File: config.mk
export PLATFORM = sky130hd
export DESIGN_NAME = mmio_uart
export DESIGN_NICKNAME = d
export VERILOG_FILES = /design/src/rtl/mmio_pkg.sv /design/src/rtl/sync_fifo.sv /design/src/rtl/mmio_uart.sv
export SDC_FILE = /design/constraint.sdc
export NUM_CORES = 1
export LEC_CHECK = 0
export ABC_AREA = 1
export BUFFER_PORTS_ARGS = -buffer_cell sky130_fd_sc_hd__buf_2
export CAP_MARGIN = 20
export CORE_ASPECT_RATIO = 2
export CORE_UTILIZATION = 50
export CTS_CLUSTER_DIAMETER = 200
export DETAILED_ROUTE_END_ITERATION = 7
export PLACE_DENSITY = 0.8
export SLEW_MARGIN = 20
export SYNTH_ARGS = -nofsm -noshare
export SYNTH_HDL_FRONTEND = slang
export SYNTH_HIERARCHICAL = 1
export SYNTH_SLANG_ARGS = --single-unit
File: constraint.sdc
create_clock -name clock -period 4.82 [get_ports clock]
set_clock_uncertainty 0.2 [all_clocks]
set_input_delay 0.241 -clock clock [delete_from_list [all_inputs] [get_ports clock]]
set_output_delay 0.241 -clock clock [all_outputs]
set_load 0.01 [all_outputs]
File: src/rtl/mmio_pkg.sv
// rtl/mmio_pkg.sv - register map, status bit positions and FSM states for mmio_uart
package mmio_pkg;

    localparam logic [1:0] UART_DATA    = 2'd0;
    localparam logic [1:0] UART_STATUS  = 2'd1;
    localparam logic [1:0] UART_DIVISOR = 2'd2;

    localparam int ST_TX_FULL      = 0;
    localparam int ST_TX_IDLE      = 1;
    localparam int ST_RX_VALID     = 2;
    localparam int ST_RX_OVERRUN   = 3;
    localparam int ST_RX_FRAME_ERR = 4;
    localparam int ST_COUNT_LSB    = 8;

    typedef enum logic [1:0] {T_IDLE, T_START, T_DATA, T_STOP} tx_state_t;
    typedef enum logic [1:0] {R_IDLE, R_START, R_DATA, R_STOP} rx_state_t;

endpackage

File: src/rtl/sync_fifo.sv
// rtl/sync_fifo.sv - single-clock FIFO with occupancy count, first word visible on pop_data
module sync_fifo #(
    parameter int WIDTH = 8,
    parameter int DEPTH = 8
) (
    input  logic                   clock,
    input  logic                   reset_n,
    input  logic                   push,
    input  logic [WIDTH-1:0]       push_data,
    input  logic                   pop,
    output logic [WIDTH-1:0]       pop_data,
    output logic                   full,
    output logic                   empty,
    output logic [$clog2(DEPTH):0] count
);

    localparam int AW = $clog2(DEPTH);
    localparam int CW = AW + 1;

    logic [WIDTH-1:0] mem [DEPTH];
    logic [AW-1:0]    wr_ptr;
    logic [AW-1:0]    rd_ptr;
    logic             do_push;
    logic             do_pop;

    // A push into a full FIFO is dropped even if a pop happens in the same cycle.
    assign full     = (count == CW'(DEPTH));
    assign empty    = (count == '0);
    assign do_push  = push && !full;
    assign do_pop   = pop && !empty;
    assign pop_data = mem[rd_ptr];

    // Pointer and occupancy tracking.
    always_ff @(posedge clock or negedge reset_n) begin
        if (!reset_n) begin
            wr_ptr <= '0;
            rd_ptr <= '0;
            count  <= '0;
        end else begin
            if (do_push) wr_ptr <= wr_ptr + AW'(1);
            if (do_pop)  rd_ptr <= rd_ptr + AW'(1);
            if (do_push && !do_pop)      count <= count + CW'(1);
            else if (do_pop && !do_push) count <= count - CW'(1);
        end
    end

    // Storage array; contents are don't-care until written.
    always_ff @(posedge clock) begin
        if (do_push) mem[wr_ptr] <= push_data;
    end

endmodule

File: src/rtl/mmio_uart.sv
// rtl/mmio_uart.sv - memory-mapped 8N1 UART with buffered TX and single-byte RX holding register
module mmio_uart
    import mmio_pkg::*;
#(
    parameter int FIFO_DEPTH = 8,
    parameter int DIV_WIDTH  = 16,
    parameter int DIV_RESET  = 867
) (
    input  logic        clock,
    input  logic        reset_n,
    input  logic        sel,
    input  logic [1:0]  bus_addr,
    input  logic [31:0] bus_data_w,
    input  logic [3:0]  bus_mask_w,
    output logic [31:0] bus_data_r,
    output logic        tx,
    input  logic        rx
);

    localparam int CW = $clog2(FIFO_DEPTH) + 1;

    logic                 bus_wr, bus_rd, data_rd, fifo_push, fifo_pop;
    logic                 fifo_full, fifo_empty;
    logic [7:0]           fifo_dout;
    logic [CW-1:0]        fifo_count;
    logic [DIV_WIDTH-1:0] divisor, div_wdata, rx_half;
    logic [31:0]          rd_val;
    logic                 unused_data;

    tx_state_t            tx_state, tx_state_n;
    logic [DIV_WIDTH-1:0] tx_cnt, tx_cnt_n;
    logic [2:0]           tx_bit, tx_bit_n;
    logic [7:0]           tx_shift, tx_shift_n;

    rx_state_t            rx_state, rx_state_n;
    logic [DIV_WIDTH-1:0] rx_cnt, rx_cnt_n;
    logic [2:0]           rx_bit, rx_bit_n;
    logic [7:0]           rx_shift, rx_shift_n;
    logic                 rx_meta, rx_sync, rx_prev;
    logic                 rx_deliver, rx_frame_bad;
    logic [7:0]           rx_data;
    logic                 rx_valid, rx_overrun, rx_frame_err;

    assign bus_wr      = sel && (bus_mask_w != 4'b0000);
    assign bus_rd      = sel && (bus_mask_w == 4'b0000);
    assign data_rd     = bus_rd && (bus_addr == UART_DATA);
    assign fifo_push   = bus_wr && (bus_addr == UART_DATA) && bus_mask_w[0];
    assign rx_half     = (divisor + DIV_WIDTH'(1)) >> 1;
    assign unused_data = ^bus_data_w;

    sync_fifo #(.WIDTH(8), .DEPTH(FIFO_DEPTH)) u_tx_fifo (
        .clock     (clock),
        .reset_n   (reset_n),
        .push      (fifo_push),
        .push_data (bus_data_w[7:0]),
        .pop       (fifo_pop),
        .pop_data  (fifo_dout),
        .full      (fifo_full),
        .empty     (fifo_empty),
        .count     (fifo_count)
    );

    // Byte-masked merge of write data into the current divisor.
    always_comb begin
        div_wdata = divisor;
        for (int i = 0; i < DIV_WIDTH; i++) begin
            if (bus_mask_w[i/8]) div_wdata[i] = bus_data_w[i];
        end
    end

    // TX next state: each start/data/stop slot lasts divisor+1 clocks.
    always_comb begin
        tx_state_n = tx_state;
        tx_cnt_n   = tx_cnt;
        tx_bit_n   = tx_bit;
        tx_shift_n = tx_shift;
        fifo_pop   = 1'b0;
        case (tx_state)
            T_IDLE: begin
                if (!fifo_empty) begin
                    fifo_pop   = 1'b1;
                    tx_shift_n = fifo_dout;
                    tx_cnt_n   = divisor;
                    tx_state_n = T_START;
                end
            end
            T_START: begin
                if (tx_cnt == '0) begin
                    tx_cnt_n   = divisor;
                    tx_bit_n   = 3'd0;
                    tx_state_n = T_DATA;
                end else begin
                    tx_cnt_n = tx_cnt - DIV_WIDTH'(1);
                end
            end
            T_DATA: begin
                if (tx_cnt == '0) begin
                    tx_cnt_n   = divisor;
                    tx_shift_n = tx_shift >> 1;
                    if (tx_bit == 3'd7) tx_state_n = T_STOP;
                    else                tx_bit_n   = tx_bit + 3'd1;
                end else begin
                    tx_cnt_n = tx_cnt - DIV_WIDTH'(1);
                end
            end
            default: begin
                if (tx_cnt == '0) begin
                    if (!fifo_empty) begin
                        fifo_pop   = 1'b1;
                        tx_shift_n = fifo_dout;
                        tx_cnt_n   = divisor;
                        tx_state_n = T_START;
                    end else begin
                        tx_state_n = T_IDLE;
                    end
                end else begin
                    tx_cnt_n = tx_cnt - DIV_WIDTH'(1);
                end
            end
        endcase
    end

    // tx decodes straight from state so reset drives the line high immediately.
    assign tx = (tx_state == T_START) ? 1'b0 :
                (tx_state == T_DATA)  ? tx_shift[0] : 1'b1;

    // TX state register.
    always_ff @(posedge clock or negedge reset_n) begin
        if (!reset_n) begin
            tx_state <= T_IDLE;
            tx_cnt   <= '0;
            tx_bit   <= '0;
            tx_shift <= '0;
        end else begin
            tx_state <= tx_state_n;
            tx_cnt   <= tx_cnt_n;
            tx_bit   <= tx_bit_n;
            tx_shift <= tx_shift_n;
        end
    end

    // RX next state: the detection cycle counts toward the half-bit wait, so a
    // zero half-bit goes straight to data sampling.
    always_comb begin
        rx_state_n   = rx_state;
        rx_cnt_n     = rx_cnt;
        rx_bit_n     = rx_bit;
        rx_shift_n   = rx_shift;
        rx_deliver   = 1'b0;
        rx_frame_bad = 1'b0;
        case (rx_state)
            R_IDLE: begin
                if (rx_prev && !rx_sync) begin
                    if (rx_half == '0) begin
                        rx_cnt_n   = divisor;
                        rx_bit_n   = 3'd0;
                        rx_state_n = R_DATA;
                    end else begin
                        rx_cnt_n   = rx_half - DIV_WIDTH'(1);
                        rx_state_n = R_START;
                    end
                end
            end
            R_START: begin
                if (rx_cnt == '0) begin
                    if (rx_sync) begin
                        rx_state_n = R_IDLE;
                    end else begin
                        rx_cnt_n   = divisor;
                        rx_bit_n   = 3'd0;
                        rx_state_n = R_DATA;
                    end
                end else begin
                    rx_cnt_n = rx_cnt - DIV_WIDTH'(1);
                end
            end
            R_DATA: begin
                if (rx_cnt == '0) begin
                    rx_cnt_n   = divisor;
                    rx_shift_n = {rx_sync, rx_shift[7:1]};
                    if (rx_bit == 3'd7) rx_state_n = R_STOP;
                    else                rx_bit_n   = rx_bit + 3'd1;
                end else begin
                    rx_cnt_n = rx_cnt - DIV_WIDTH'(1);
                end
            end
            default: begin
                if (rx_cnt == '0) begin
                    rx_deliver   = rx_sync;
                    rx_frame_bad = !rx_sync;
                    rx_state_n   = R_IDLE;
                end else begin
                    rx_cnt_n = rx_cnt - DIV_WIDTH'(1);
                end
            end
        endcase
    end

    // RX synchronizer, edge history and state register.
    always_ff @(posedge clock or negedge reset_n) begin
        if (!reset_n) begin
            rx_meta  <= 1'b1;
            rx_sync  <= 1'b1;
            rx_prev  <= 1'b1;
            rx_state <= R_IDLE;
            rx_cnt   <= '0;
            rx_bit   <= '0;
            rx_shift <= '0;
        end else begin
            rx_meta  <= rx;
            rx_sync  <= rx_meta;
            rx_prev  <= rx_sync;
            rx_state <= rx_state_n;
            rx_cnt   <= rx_cnt_n;
            rx_bit   <= rx_bit_n;
            rx_shift <= rx_shift_n;
        end
    end

    // Read mux for the selected register.
    always_comb begin
        rd_val = '0;
        case (bus_addr)
            UART_DATA: rd_val[7:0] = rx_data;
            UART_STATUS: begin
                rd_val[ST_TX_FULL]            = fifo_full;
                rd_val[ST_TX_IDLE]            = fifo_empty && (tx_state == T_IDLE);
                rd_val[ST_RX_VALID]           = rx_valid;
                rd_val[ST_RX_OVERRUN]         = rx_overrun;
                rd_val[ST_RX_FRAME_ERR]       = rx_frame_err;
                rd_val[ST_COUNT_LSB +: CW]    = fifo_count;
            end
            UART_DIVISOR: rd_val[DIV_WIDTH-1:0] = divisor;
            default: rd_val = '0;
        endcase
    end

    // Registers, RX holding byte and sticky flags; new errors win over a same-cycle clear.
    always_ff @(posedge clock or negedge reset_n) begin
        if (!reset_n) begin
            divisor      <= DIV_WIDTH'(DIV_RESET);
            rx_data      <= '0;
            rx_valid     <= 1'b0;
            rx_overrun   <= 1'b0;
            rx_frame_err <= 1'b0;
            bus_data_r   <= '0;
        end else begin
            if (bus_wr && (bus_addr == UART_DIVISOR)) divisor <= div_wdata;
            if (bus_wr && (bus_addr == UART_STATUS) && bus_mask_w[0]) begin
                if (bus_data_w[ST_RX_OVERRUN])   rx_overrun   <= 1'b0;
                if (bus_data_w[ST_RX_FRAME_ERR]) rx_frame_err <= 1'b0;
            end
            if (rx_deliver && rx_valid && !data_rd) rx_overrun <= 1'b1;
            if (rx_frame_bad) rx_frame_err <= 1'b1;
            if (rx_deliver && !(rx_valid && !data_rd)) begin
                rx_data  <= rx_shift;
                rx_valid <= 1'b1;
            end else if (data_rd) begin
                rx_valid <= 1'b0;
            end
            bus_data_r <= bus_rd ? rd_val : 32'h0;
        end
    end

endmodule
==> metrics.txt <==
CTS buffer count 17; GPL Wtd Cong 0.920; Avg WL per Cell 16.8 um; Layout Area Growth over Synthesis 11.0%; crit path capture type flip-flop; Combinational Power Share 31.9%; Post-Synth XOR/XNOR Area 3.27%; Post-synth ARST share 64.0%; Fmax 263 MHz; Initial Util 51.0%; DR pass1 iterations 5; Die ar. 20900 um2; fraction of the yosys area taken by sequential cells 47.1%; Worst-Margin Slew 903 ps; RSZ-0062 raised after global routing no; first-pass GRT wire length 43.3 mm; Netlist cell types 52; Die X 103 um; Simple-Gate Fraction of Synth Area 28.0%; Area contributors post-synth dfrtp_1 26%, edfxtp_1 19%, nand2_1 15%; Clock transition at path regs 80 ps; yosys synthesis warning count 6; Mapped Cells 1268; compound-gate portion of the synthesized area 11.0%; H-Tree Depth 4; Critical Path RT 4960 ps; # fillers 1832; Netlist Area Pre-Place 10200 um2; vias in the first global route 8899; # DRC 0; Clock power frac 28.3%; Int Pwr 3.06 mW; largest family of logic cells by synthesized area simple AND/OR/NAND/NOR gates; Endpoint, Worst Hold rx_overrun$_DFFE_PN0P_; clk sink count 178; Sequential Power Share 39.8%; Clock Latency Late Sink 450 ps; share of layout cells above drive strength 1 11.4%; area share of the largest cell type after synthesis 25.9%; DP HPWL 19.2 mm; CTS tree yes; Worst Reg2Reg Path Length in Cells 21; critical path class flip-flop to flip-flop; Yosys top cell by area dfrtp_1; Synth Area per Inst 8.02 um2; Tcrit/Tclk final 78.9%; Vias per Instance 5.50; Switch Pwr 2.04 mW; Nets 1381; clock period minus worst slack 3800 ps; switch share 40.0%; Worst VDD drop 0.298 mV; Final Max Slew Viols 0; largest net degree at the start of global routing 70; worst hold path startpoint sel; Worst setup SP type flip-flop; Root Buffer Master clkbuf_16; GRT Overall Usage 27.5%; antenna cells 0; P per Cell Area 451 nW/um2; WHS Path Cells 6; mux cell area share after synthesis 0.222%; Ports 75; Buf+Inv Stages, Crit Path 3; Placed Area 10500 um2; Rows 73; port bufs 42; Core ar. 19900 um2; final setup violation count 0; Setup WS post-layout 1020 ps; crit-path max FO 10; most used flip-flop cell after synthesis dfrtp_1; post-CTS setup buffers 0; Post-DRT Antenna Nets 0; Crit. Startpoint tx_cnt[0]$_DFF_PN0_; outcome completed; r2r endpoint u_tx_fifo/count[3]$_DFFE_PN0P_; Bufs on Longest Clock Path 2; Hold Vio Cnt, Final 0; Leakage 5.04 nW; global route total overflow 0; crit path cell chain inv_1 > ha_1 > nand2_1 > nor2_2 > nand2_1 > nor2_2 > nand4_1 > nor2_2 > nand2_2 > o21ai_0 > inv_2 > nor2_1 > nand2_1 > ha_1 > inv_1 > ha_1 > or2_2 > nand2_1 > nand2_1 > nand3_1 > nand2_1; adder-cell share of the synthesized area 3.27%; crit path DAT 3940 ps; Post-synth EDFFs 64; Total Power 5.09 mW; Iteration-0 DRC Markers 518; FF-to-FF setup slack 1020 ps; Die H 204 um; Crit-path slowest cell dfrtp_1; dpl ws 1050 ps; cell family with most CP delay simple AND/OR/NAND/NOR gates; routed via count 8735; Crit path top cell by count nand2_1; min-delay worst type primary input to flip-flop; initial antenna violation count 0; Total Wirelength 26.6 mm; Crit Reg-Reg Startpoint tx_cnt[0]$_DFF_PN0_; Rel. slew slack 39.8%; total of max-cap violations 0; fin area 11300 um2; Seq cells post-synth 178; Worst path max stage delay 380 ps; setup TNS 0 ps
-- worst reg2reg max path: cells and delay by family (launching register included) --
family                     cells  cell delay [ps]
AOI/OAI and AO/OA              1              130
buffers and inverters          3              390
and+or+nand+nor               14             1860
adders and majority gates      3              740
DFF                            1              380
-- stage by stage --
step	cells	utilization, %	hold WS, ps
floorplan	1283	-	-255
global placement	1537	52.6	146
detailed placement	1537	52.6	147
CTS	1588	56.7	87.0
global route	1588	56.7	167
finish	1588	56.7	111
-- metal layers --
layer  GRT usage, %  routed length [um]  vias up
met1           27.4                9050     4131
li1               -                   -     4199
met3           4.08                1050      102
met2           49.9               14800      303
met4           20.3                1780        0
met5              0                   0        -
-- synth_stat cells, drive strengths merged, types with 10 or more instances --
cell	number
nand2	432
o21ai	133
nor2	130
dfrtp	105
inv	104
nand3	69
edfxtp	64
buf	33
xor2	29
ha	25
a21oi	24
clkbuf	21
a31oi	12
nand4	11
nor3	10
-- cells by family (layout without fill, tap and decap cells) --
family | after synthesis | after routing
simple gates | 663 | 663
compound gates | 198 | 198
flops | 178 | 178
buf+inv | 162 | 205
xor+xnor | 38 | 38
fa+ha+maj | 26 | 26
mux | 2 | 2
other cells | 1 | 16
-- layout make-up --
class                           instances  area, um2  area share [%]
Clock buffer                           17        425            3.77
Multi-Input combinational cell        943       4710            41.7
Sequential cell                       178       4790            42.4
Timing Repair Buffer                   65        433            3.84
Tap cell                              262        328            2.90
Clock inverter                         15        199            1.76
Inverter                              108        407            3.60
-- worst max-delay path by stage --
| stage | depth (start not counted) | slack [ps] | to |
|---|---|---|---|
| after floorplan | 21 | 1410 | u_tx_fifo/count[3]$_DFFE_PN0P_ |
| after global placement | 21 | 1120 | u_tx_fifo/count[3]$_DFFE_PN0P_ |
| after detailed placement | 21 | 1050 | u_tx_fifo/count[3]$_DFFE_PN0P_ |
| after CTS | 21 | 1000 | u_tx_fifo/count[3]$_DFFE_PN0P_ |
| after global routing | 21 | 630 | u_tx_fifo/count[3]$_DFFE_PN0P_ |
| final | 21 | 1020 | u_tx_fifo/count[3]$_DFFE_PN0P_ |
-- power by group through the flow --
stage | Clock, mW | Sequential, mW | Combinational, mW
floorplan | 0 | 1.95 | 1.28
global placement | 0 | 2.04 | 1.53
detailed placement | 0 | 2.05 | 1.57
CTS | 1.46 | 2.02 | 1.60
global route | 1.52 | 2.05 | 1.82
finish | 1.44 | 2.03 | 1.62
-- sequential cells by signal, summed over array words and instances, names as in the netlist, 2 cells and up --
register and cells:
rx_shift 8, tx_shift 8, tx_cnt 16, bus_data_r 16, u_tx_fifo/rd_ptr 3, u_tx_fifo/wr_ptr 3
tx_bit 3, rx_bit 3, divisor 16, u_tx_fifo/count 4, rx_state 2, rx_cnt 16
rx_data 8, u_tx_fifo/mem 64, tx_state 2
-- layout by cell type (no fill, tap or decap), types with 5 or more instances in the layout --
cell type / n
a21oi_1: 20
nand3_1: 62
nor3_1: 10
conb_1: 16
o21ai_1: 22
xnor2_1: 9
dfrtp_1: 105
nand2_2: 12
o21ai_0: 111
clkbuf_16: 17
buf_2: 41
ha_1: 25
edfxtp_1: 64
inv_2: 7
nand3_2: 6
xor2_1: 29
nand4_1: 11
or2_2: 5
buf_4: 5
nor2_4: 8
nand2_1: 417
dfstp_2: 9
nor2_2: 12
nor2_1: 109
o211ai_1: 9
inv_1: 97
dlygate4sd3_1: 19
a31oi_1: 12
-- what timing repair did --
item	4_1_cts	5_1_grt
endpoints found under the hold margin	145	0
resized for setup	0	0
hold buffers	19	0
No activity file was read; power rests on OpenSTA's default activity.
